## src/rtl/stack_pkg.sv

```systemverilog
// Shared constants and helpers for the return-address stack.
// Error-cause encodings and the pointer-width helper used by return_stack.
package stack_pkg;

   localparam logic [1:0] ERR_NONE = 2'b00;
   localparam logic [1:0] ERR_OVF  = 2'b01;
   localparam logic [1:0] ERR_UDF  = 2'b10;

   function automatic int ptr_width(input int depth);
      return (depth > 1) ? $clog2(depth) : 1;
   endfunction

endpackage

```

## src/rtl/stack_mem.sv

```systemverilog
// Stack storage: DEPTH x DATA_W register array, falling-edge write,
// asynchronous read. Contents are deliberately not reset.
module stack_mem #(
   parameter int DATA_W = 13,
   parameter int DEPTH  = 64,
   parameter int ADDR_W = 6
) (
   input  logic              Sys_Clock,
   input  logic              We,
   input  logic [ADDR_W-1:0] Wr_Addr,
   input  logic [DATA_W-1:0] Wr_Data,
   input  logic [ADDR_W-1:0] Rd_Addr,
   output logic [DATA_W-1:0] Rd_Data
);

   logic [DATA_W-1:0] mem [DEPTH];

   always_ff @(negedge Sys_Clock) begin
      if (We) mem[Wr_Addr] <= Wr_Data;
   end

   assign Rd_Data = mem[Rd_Addr];

endmodule

```

## src/rtl/return_stack.sv

```systemverilog
// Return-address stack with push, pop, replace-top and sticky error reporting.
// Define STACK_WRAP_EN for a circular stack that overwrites the oldest entry when full.
module return_stack
   import stack_pkg::*;
#(
   parameter int DATA_W = 13,
   parameter int DEPTH  = 64,
   parameter int CNT_W  = $clog2(DEPTH) + 1
) (
   input  logic              Sys_Clock,
   input  logic              Reset,
   input  logic              Push,
   input  logic              Pop,
   input  logic [DATA_W-1:0] Push_Data,
   input  logic              Err_Clear,
   output logic [DATA_W-1:0] Ret_Add,
   output logic [DATA_W-1:0] Top_Data,
   output logic [CNT_W-1:0]  Count,
   output logic              Empty,
   output logic              Full,
   output logic              Err_Out,
   output logic [1:0]        Err_Code
);

   localparam int               PTR_W    = ptr_width(DEPTH);
   localparam logic [CNT_W-1:0] CNT_FULL = CNT_W'(DEPTH);
   localparam logic [CNT_W-1:0] CNT_ONE  = CNT_W'(1);
   localparam logic [PTR_W-1:0] PTR_ONE  = PTR_W'(1);

   logic [CNT_W-1:0]  count;
   logic [PTR_W-1:0]  top_ptr;
   logic [PTR_W-1:0]  top_m1;
   logic              empty;
   logic              full;
   logic              we;
   logic [PTR_W-1:0]  waddr;
   logic [DATA_W-1:0] rd_data;
   logic              cnt_inc;
   logic              cnt_dec;
   logic              ret_ld;
   logic              err_set;
   logic [1:0]        err_val;
   logic [DATA_W-1:0] ret_add;
   logic              err_out;
   logic [1:0]        err_code;

`ifdef STACK_WRAP_EN
   logic [PTR_W-1:0] base;
   logic             base_inc;

   always_ff @(negedge Sys_Clock or posedge Reset) begin
      if (Reset)         base <= '0;
      else if (base_inc) base <= base + PTR_ONE;
   end

   // When full the low count bits are zero, so top_ptr lands on the oldest slot.
   assign top_ptr = base + count[PTR_W-1:0];
`else
   assign top_ptr = count[PTR_W-1:0];
`endif

   assign top_m1 = top_ptr - PTR_ONE;
   assign empty  = (count == '0);
   assign full   = (count == CNT_FULL);

   always_comb begin
      we      = 1'b0;
      waddr   = top_ptr;
      cnt_inc = 1'b0;
      cnt_dec = 1'b0;
      ret_ld  = 1'b0;
      err_set = 1'b0;
      err_val = ERR_NONE;
`ifdef STACK_WRAP_EN
      base_inc = 1'b0;
`endif
      case ({Push, Pop})
         2'b10: begin
            if (!full) begin
               we      = 1'b1;
               cnt_inc = 1'b1;
            end else begin
`ifdef STACK_WRAP_EN
               we       = 1'b1;
               base_inc = 1'b1;
`else
               err_set = 1'b1;
               err_val = ERR_OVF;
`endif
            end
         end
         2'b01: begin
            if (!empty) begin
               ret_ld  = 1'b1;
               cnt_dec = 1'b1;
            end else begin
               err_set = 1'b1;
               err_val = ERR_UDF;
            end
         end
         2'b11: begin
            // Tail call: hand back the old top and overwrite it in place.
            if (!empty) begin
               ret_ld = 1'b1;
               we     = 1'b1;
               waddr  = top_m1;
            end else begin
               we      = 1'b1;
               cnt_inc = 1'b1;
               err_set = 1'b1;
               err_val = ERR_UDF;
            end
         end
         default: ;
      endcase
   end

   always_ff @(negedge Sys_Clock or posedge Reset) begin
      if (Reset) begin
         count    <= '0;
         ret_add  <= '0;
         err_out  <= 1'b0;
         err_code <= ERR_NONE;
      end else begin
         if (cnt_inc)      count <= count + CNT_ONE;
         else if (cnt_dec) count <= count - CNT_ONE;
         if (ret_ld) ret_add <= rd_data;
         // First error sticks; a clear only yields to an error on the same edge.
         if (err_set && (!err_out || Err_Clear)) begin
            err_out  <= 1'b1;
            err_code <= err_val;
         end else if (Err_Clear) begin
            err_out  <= 1'b0;
            err_code <= ERR_NONE;
         end
      end
   end

   stack_mem #(
      .DATA_W (DATA_W),
      .DEPTH  (DEPTH),
      .ADDR_W (PTR_W)
   ) u_mem (
      .Sys_Clock (Sys_Clock),
      .We        (we),
      .Wr_Addr   (waddr),
      .Wr_Data   (Push_Data),
      .Rd_Addr   (top_m1),
      .Rd_Data   (rd_data)
   );

   assign Ret_Add  = ret_add;
   assign Top_Data = empty ? '0 : rd_data;
   assign Count    = count;
   assign Empty    = empty;
   assign Full     = full;
   assign Err_Out  = err_out;
   assign Err_Code = err_code;

endmodule

```

## config.mk

```make
export PLATFORM = sky130hd
export DESIGN_NAME = return_stack
export DESIGN_NICKNAME = d
export VERILOG_FILES = /design/src/rtl/stack_pkg.sv /design/src/rtl/stack_mem.sv /design/src/rtl/return_stack.sv
export SDC_FILE = /design/constraint.sdc
export NUM_CORES = 1
export LEC_CHECK = 0
export CAP_MARGIN = 15
export CELL_PAD_IN_SITES_DETAIL_PLACEMENT = 2
export CELL_PAD_IN_SITES_GLOBAL_PLACEMENT = 2
export CORE_ASPECT_RATIO = 0.5
export CORE_MARGIN = 1
export CORE_UTILIZATION = 50
export CTS_CLUSTER_SIZE = 8
export DETAILED_ROUTE_END_ITERATION = 8
export GPL_ROUTABILITY_DRIVEN = 0
export GPL_TIMING_DRIVEN = 0
export PLACE_DENSITY = 0.85
export SKIP_CTS_REPAIR_TIMING = 1
export SLEW_MARGIN = 5
export SYNTH_ARGS = -nofsm -noshare
export SYNTH_HDL_FRONTEND = slang
export SYNTH_HIERARCHICAL = 1
export SYNTH_SLANG_ARGS = --single-unit
```

## constraint.sdc

```tcl
create_clock -name Sys_Clock -period 7.9 [get_ports Sys_Clock]
set_clock_uncertainty 0.1 [all_clocks]
set_input_delay 1.975 -clock Sys_Clock [delete_from_list [all_inputs] [get_ports Sys_Clock]]
set_output_delay 1.975 -clock Sys_Clock [all_outputs]
set_load 0.02 [all_outputs]
```

==> metrics.md, run 1 <==
| Metric | Value |
|---|---|
| Register area share after synthesis | 76.0% |
| Mean Syn Cell Area | between 20 and 25 sq um |
| Top cell type's share of synthesized area | between 70% and 80% |
| Stopped at | detailed placement (3_5_place_dp) |
| Die W | 369 um |
| FP Rows | 66 |
| Yosys reg bits | approximately 860 |
| Warnings from Yosys | 6 |
| Synth async-reset ratio | 2.69% |
| Ys flop type | edfxtp_1 |
| Initial Util | between 50% and 60% |
| Yosys cell types | 58 |
| PortBufs | 53 |
| Number of synthesized flops with an enable pin | roughly 830 |
| # IOs | between 50 and 60 |
| Post-Syn Area | between 30000 and 40000 sq um |
| Chip Height | 185 um |
| Error msg | [ERROR DPL-0033] detailed placement checks failed during check placement. |
| Synth area leaders | edfxtp_1, mux4_2, dfrtn_1, mux2i_1, nor2_1 |
| Post-DP HPWL | 87.4 mm |
| Dominant cell type by area after synthesis | edfxtp_1 |
| Synthesized Nets | 1578 |
| Status | did not finish |
| Mapped Cells | 1552 |
## kinds of logic after synthesis
group / Yosys count / share of synthesized area, %
adder cells (fa/ha/maj): 8 / 0.320
buffers and inverters: 94 / 1.70
AND/OR/NAND/NOR: 210 / 2.95
XOR/XNOR: 10 / 0.261
AO/OA/AOI/OAI: 100 / 2.29
multiplexers: 275 / 16.5
flip-flops: 855 / 76.0
## metrics by stage
| stage | worst slack (ps) | setup TNS (ps) | instances |
|---|---|---|---|
| 2_1_floorplan | -740 | -173990 | 1552 |
| 3_3_place_gp | -3250 | -1505950 | 2489 |
## synthesized netlist by cell type (2+ instances only)
master    number
edfxtp_1     832
a211oi_1      13
nand3b_1       2
buf_1          2
and2_1        14
a21o_1        11
nor2_1        82
dfrtn_1       23
nand2b_1       6
or2_2          2
o21ai_1        3
inv_1         12
or3_1          6
buf_8          3
a21oi_1        7
a22o_1         3
mux4_2       219
o221ai_1      19
mux2i_1       37
buf_2         24
xor2_1         3
o22ai_1        2
xnor2_1        7
buf_6         12
mux2_2        15
o21ai_0       11
o32ai_1        9
nor2b_1       23
nor3_1         5
a32oi_1        9
nand2_1       48
clkbuf_1      23
nand4_1        2
buf_4         16
a22oi_1        3
ha_1           7
mux2_4         4
nand3_1       13
==> run 2, diff against run 1 <==
--- a/config.mk
+++ b/config.mk
@@ -6,16 +6,12 @@
 export NUM_CORES = 1
 export LEC_CHECK = 0
 export CAP_MARGIN = 15
-export CELL_PAD_IN_SITES_DETAIL_PLACEMENT = 2
-export CELL_PAD_IN_SITES_GLOBAL_PLACEMENT = 2
-export CORE_ASPECT_RATIO = 0.5
 export CORE_MARGIN = 1
-export CORE_UTILIZATION = 50
-export CTS_CLUSTER_SIZE = 8
+export CORE_UTILIZATION = 35
 export DETAILED_ROUTE_END_ITERATION = 8
 export GPL_ROUTABILITY_DRIVEN = 0
 export GPL_TIMING_DRIVEN = 0
-export PLACE_DENSITY = 0.85
+export PLACE_DENSITY_LB_ADDON = 0.15
 export SKIP_CTS_REPAIR_TIMING = 1
 export SLEW_MARGIN = 5
 export SYNTH_ARGS = -nofsm -noshare
==> run 2 against run 1 <==
Effect of this change:
- the flow now finishes, with violations (negative setup slack)
- synthesized cell count is the same
- area after synthesis is the same
==> metrics.md, run 2 <==
| Metric | Value |
|---|---|
| Crit path launch type | flip-flop |
| Warnings from Yosys | 6 |
| Root Driver | clkbuf_16 |
| Core ar. | 95000 sq um |
| Vias in the first global route | 21700 |
| Placed cell count | between 2000 and 3000 |
| Worst Slack Setup Final | -1850 ps |
| GRT Overall Usage | between 10% and 20% |
| Ys flop type | edfxtp_1 |
| Simple-gate area share of the yosys netlist | 2.95% |
| CTS max path bufs | 3 |
| Num Clock Sinks | 855 |
| Reg2Reg Depth | 11 |
| Die area | 97300 sq um |
| Status | finished with violations |
| Register area share after synthesis | 76.0% |
| Sequential Power Share | 25.6% |
| Largest family of logic cells by synthesized area | multiplexers |
| Initial Util | 35.4% |
| Remaining antenna violation count | 0 |
| Most frequent cell after synthesis | edfxtp_1 |
| Post-Syn Area | 33600 sq um |
| Overflow left after global routing | 0 |
| Dominant cell type by area after synthesis | edfxtp_1 |
| Final Setup Violations | 214 |
| Yosys reg bits | 855 |
| PortBufs | 53 |
| CP Max Fanout | 8 |
| Total leakage power | 0.0180 uW |
| Hold Path Depth | 1 |
| Fin. max-slew vios | 0 |
| Htree depth | 3 |
| Hold WC Path Type | flip-flop to flip-flop |
| Mapped Cells | around 1600 |
| Chip Height | ~310 um |
| Commonest non-fill, non-tap cell in the layout | inv_1 |
| Final WL | 94.7 mm |
| Slew HR | 21.4% |
| Post-synthesis compound-gate area fraction | 2.29% |
| Hold Fails Final Rpt | 0 |
| Yosys cell types | 58 |
| # IOs | 56 |
| Worst Path Arrival | 7670 ps |
| Final instance area | 45600 sq um |
| Layout area overhead | 35.7% |
| Clk_lat worst skew | 680 ps |
| Synthesized Nets | 1578 |
| Share of layout cells above drive strength 1 | 29.3% |
| Failing checks | negative setup slack |
| Pwr dens | around 460 nW/um^2 |
| Reg2reg setup slack | 3770 ps |
| Initial antenna violation count | 2 |
| Number of synthesized flops with an enable pin | about 830 |
| RSZ-0062 raised after global routing | true |
| Die W | a little over 300 um |
| Critical path class | flip-flop to output port |
| Hold path startpoint | Ret_Add[10]$_DFFE_NP0P_ |
| Vias after detailed routing | 20000 |
| WHS Endpoint | Ret_Add[10]$_DFFE_NP0P_ |
| Synth async-reset ratio | 2.69% |
| Clock transition at the registers of the reported paths | around 50 ps |
| Reg2reg end | u_mem/mem[26][12]$_DFFE_NP_ |
| Cell internal pwr | 12800 uW |
| Most frequent cells in the layout | inv_1, edfxtp_1, mux4_2 |
| Most flop-heavy register | u_mem/mem |
| Largest net degree at the start of global routing | 65 |
| Hold WS | between 300 and 400 ps |
| Place WS | -2770 ps |
| Pre-antenna DRT Iters | 5 |
| Mean Syn Cell Area | 21.7 sq um |
| Multiplexer area fraction after synthesis | 16.5% |
| Critical Path RT | 5830 ps |
| Routed length per placed instance | 23.7 um |
| Most frequent cells after synthesis | edfxtp_1, mux4_2, nor2_1, nand2_1, mux2i_1 |
| Post-DP HPWL | just under 60 mm |
| VDD IR max | 0.203 mV |
| Top cell type's share of synthesized area | 74.3% |
| Switching share of total power | 38.7% |
| Clock share of power | 28.8% |
| First-pass GRT wire length | 135 mm |
| Final core utilization | 48.0% |
| Layout Nets | 2679 |
| Vias per inst | 5.00 |
| Post-Synth XOR/XNOR Area | less than 1% |
| Filler Cells Inserted | approximately 8300 |
| Slew @ Worst Pin | 1180 ps |
| FF-to-FF Start | Count[2]$_DFFE_NP0P_ |
| DR iter-0 viols | 1548 |
| Largest register FFs | about 830 |
| Critical Path Source | Count[0]$_DFFE_NP0P_ |
| Drt drc | 0 |
| Synth Area in Adders | 0.320% |
| FP Rows | 113 |
| CTS buffer count | 93 |
| Final cell count without fillers | between 3000 and 4000 |
| CTS tree | yes |
| Area after DPL | 36600 sq um |
| CP Capture Type | output port |
| Max-Cap Viols | 0 |
| P_sw | 8090 uW |
| Comb power frac | 45.6% |
| Synth area leaders | edfxtp_1, mux4_2, dfrtn_1, mux2i_1, nor2_1 |
==> run 2: cell counts after synthesis <==
Identical to the previous run, type by type.
==> run 2: critical path: stages, from the launching register on <==
cell	delay, ps
dfrtn_1	570
clkinv_4	140
ha_4	310
inv_4	30
buf_12	140
buf_12	150
buf_12	140
mux4_2	310
mux4_2	570
o211ai_4	270
o41ai_4	170
and2_4	170
buf_6	120
==> run 2: area by class of cell <==
type                       instances  area [sq um]  area share (%)
sequential                       855         25600            56.0
multi-input combinational        603          8940            19.6
clock inverter                   901          3890            8.53
clock buffer                      94          2330            5.11
timing repair buffer             177          2250            4.92
tap                             1265          1580            3.47
buffer                            79           986            2.16
inverter                          12          65.1           0.143
antenna                            2          5.00          0.0110
==> run 2: power groups by stage <==
stage | combinational (uW) | clock, uW | sequential [uW]
2_1_floorplan | 4530 | 623 | 5430
3_3_place_gp | 7480 | 623 | 5410
3_5_place_dp | 7550 | 623 | 5400
4_1_cts | 7570 | 6250 | 5340
5_1_grt | 9960 | 6740 | 5350
6_report | 9530 | 6010 | 5340
==> run 2: per-stage QoR <==
stage	TNS, ps	total power [uW]
after global placement	-1833930	13500
final	-54260	20900
after detailed placement	-893230	13600
after global routing	-59520	22000
after CTS	-331780	19200
after floorplan	-173990	10600
==> run 2: cell families after synthesis <==
family                   after synthesis
flip-flops                           855
adder cells (fa/ha/maj)                8
AO/OA/AOI/OAI                        100
AND/OR/NAND/NOR                      210
buffers and inverters                 94
XOR/XNOR                              10
multiplexers                         275
==> run 2: metal layers <==
layer	track usage, %	routed length (um)	vias up
li1	-	-	8726
met1	25.1	40600	10500
met2	30.1	46800	598
met3	5.92	5680	114
met4	8.42	1560	0
met5	0	0	-
==> run 2: worst max-delay path by stage <==
stage,slack (ps),cells past startpoint,end
2_1_floorplan,-740,11,Top_Data[10]
3_3_place_gp,-2730,12,Top_Data[5]
3_5_place_dp,-2770,12,Top_Data[5]
4_1_cts,-3460,12,Top_Data[5]
5_1_grt,-1920,13,Top_Data[5]
6_report,-1850,12,Top_Data[10]
No activity file was read; power rests on OpenSTA's default activity.
==> run 3, diff against run 2 <==
--- a/config.mk
+++ b/config.mk
@@ -5,13 +5,11 @@
 export SDC_FILE = /design/constraint.sdc
 export NUM_CORES = 1
 export LEC_CHECK = 0
-export CAP_MARGIN = 15
+export CAP_MARGIN = 20
 export CORE_MARGIN = 1
 export CORE_UTILIZATION = 35
 export DETAILED_ROUTE_END_ITERATION = 8
-export GPL_ROUTABILITY_DRIVEN = 0
 export GPL_TIMING_DRIVEN = 0
-export PLACE_DENSITY_LB_ADDON = 0.15
 export SKIP_CTS_REPAIR_TIMING = 1
 export SLEW_MARGIN = 5
 export SYNTH_ARGS = -nofsm -noshare
==> run 3 against run 2 <==
Effect of this change:
- the run still ends with negative setup slack left
- flip-flop and latch count is the same
- cell area shrank 0.33%
- largest cell class unchanged
- combinational power down 2.8%
- count of clock-buffer cells in the layout up 4
- first-iteration DRC count grew 27%
- die area did not move
==> metrics.md, run 3 (synthesis results as in run 2) <==
| Metric | Value |
|---|---|
| Most flop-heavy register | u_mem/mem |
| Crit path launch type | flip-flop |
| Area after DPL | ~37000 sq um |
| Total power | 20700 uW |
| Max-Cap Viols | 0 |
| Placer Congestion | 0.863 |
| Place WS | -2670 ps |
| Vias per inst | 5.09 |
| VDD IR max | 0.274 mV |
| RSZ-0062 raised after global routing | true |
| Remaining antenna violation count | 0 |
| Die W | 312 um |
| CTS buffer count | 93 |
| CTS tree | yes |
| Hold Fails Final Rpt | 0 |
| CTS max path bufs | 3 |
| FP Rows | approximately 110 |
| Layout area overhead | 35.2% |
| Slew @ Worst Pin | ~860 ps |
| Filler Cells Inserted | 7985 |
| Final instance area | 45500 sq um |
| Status | finished with violations |
| Share of layout cells above drive strength 1 | 29.3% |
| Chip Height | 312 um |
| Slew HR | between 40% and 50% |
| Pre-antenna DRT Iters | 5 |
| FF-to-FF Start | Count[4]$_DFFE_NP0P_ |
| Largest register FFs | ~830 |
| Core ar. | 95000 sq um |
| Failing checks | negative setup slack |
| Hold WC Path Type | flip-flop to flip-flop |
| Commonest non-fill, non-tap cell in the layout | inv_1 |
| Initial Util | between 30% and 40% |
| GRT Overall Usage | ~18% |
| Clock transition at the registers of the reported paths | 40 ps |
| Final WL | 91.5 mm |
| Initial antenna violation count | 2 |
| # IOs | 56 |
| Vias in the first global route | 21700 |
| Fin. max-slew vios | 0 |
| Htree depth | 3 |
| DR iter-0 viols | 1964 |
| Worst Slack Setup Final | -1830 ps |
| Hold path startpoint | Ret_Add[5]$_DFFE_NP0P_ |
| Root Driver | clkbuf_16 |
| Overflow left after global routing | 0 |
| Drt drc | 0 |
| Layout Nets | 2680 |
| Total leakage power | 0.0180 uW |
| Sequential Area | between 20000 and 30000 sq um |
| Critical path class | flip-flop to output port |
| Die area | 97300 sq um |
| Clk_lat worst skew | 700 ps |
| Multi-input gate area | 8930 sq um |
| Critical Path Source | Count[0]$_DFFE_NP0P_ |
| Most frequent cells in the layout | inv_1, edfxtp_1, mux4_2 |
| CP Capture Type | output port |
| Critical Path RT | 5830 ps |
| Largest net degree at the start of global routing | 49 |
| Num Clock Sinks | ~860 |
| Routed length per placed instance | 22.9 um |
| Ant diodes | 0 |
| Post-DP HPWL | 56.2 mm |
| First-pass GRT wire length | 130 mm |
| Vias after detailed routing | around 20000 |
| CP Max Fanout | 10 |
| PortBufs | 53 |
| Worst Path Arrival | 7660 ps |
| Pwr dens | roughly 450 nW/um^2 |
| Final Setup Violations | roughly 250 |
## run 3: cell count changes in the layout (fill, tap and decap cells not counted), sizes merged
| cell | before | now |
|---|---|---|
| clkbuf | 110 | 118 |
| bufinv | 15 | 12 |
| dlymetal6s2s | 7 | 4 |
| buf | 213 | 211 |
| clkinvlp | 22 | 18 |
| diode | 2 | 0 |
| inv | 869 | 874 |
| clkdlybuf4s50 | 20 | 22 |
| clkinv | 7 | 8 |
## run 3: stage by stage
step                setup TNS (ps)  instances  hold slack [ps]  util [%]
CTS                        -323660       3893              353      45.1
global placement          -1657870       2870              349      38.1
global route                -74360       3990              370      47.8
floorplan                  -173990       1552              496         -
finish                      -57420       3990              351      47.8
detailed placement         -887250       2896              353      38.5
## run 3: layout make-up
cell class                      instances  area share [%]
Sequential cell                       855            56.2
Multi-Input combinational cell        603            19.6
Clock inverter                        900            8.38
Clock buffer                           98            5.40
Timing Repair Buffer                  178            4.62
Tap cell                             1265            3.48
Buffer                                 79            2.10
Inverter                               12           0.149
## run 3: layer usage
metal,GRT usage [%],vias to the layer above,part of all wire (%)
met4,9.38,4,2.6
met3,6.56,157,8.1
li1,-,8723,-
met2,28.0,869,49
met1,22.8,10600,40
met5,0,-,0.023
## run 3: critical path, stage by stage (launching register included)
cell and delay (ps):
dfrtn_1 540, inv_4 90, ha_4 230, inv_4 60, buf_12 140, clkbuf_16 190, buf_8 200, buf_12 190
mux4_2 340, mux2i_4 270, a21oi_1 120, nand3_1 140, nand3_2 160, and2_1 190, dlymetal6s2s_1 200
## run 3: where the power goes
| group | internal (uW) | total, uW | switching (uW) |
|---|---|---|---|
| clock network | 3200 | 6060 | 2860 |
| registers | 5250 | 5340 | 94.0 |
| logic | 4170 | 9260 | 5080 |
| total | 12600 | 20700 | 8040 |
## run 3: final timing paths
kind                            slack [ps]  depth (start not counted)                          to
worst max-delay path                 -1830                         14                 Top_Data[9]
worst min-delay path                   350                          1      Ret_Add[5]$_DFFE_NP0P_
worst max register to register        3720                         11  u_mem/mem[26][6]$_DFFE_NP_
worst min register to register         350                          1      Ret_Add[5]$_DFFE_NP0P_
max in group asynchronous             1560                          2      Ret_Add[1]$_DFFE_NP0P_
min in group asynchronous             5580                          2     Err_Code[1]$_DFFE_NP0P_
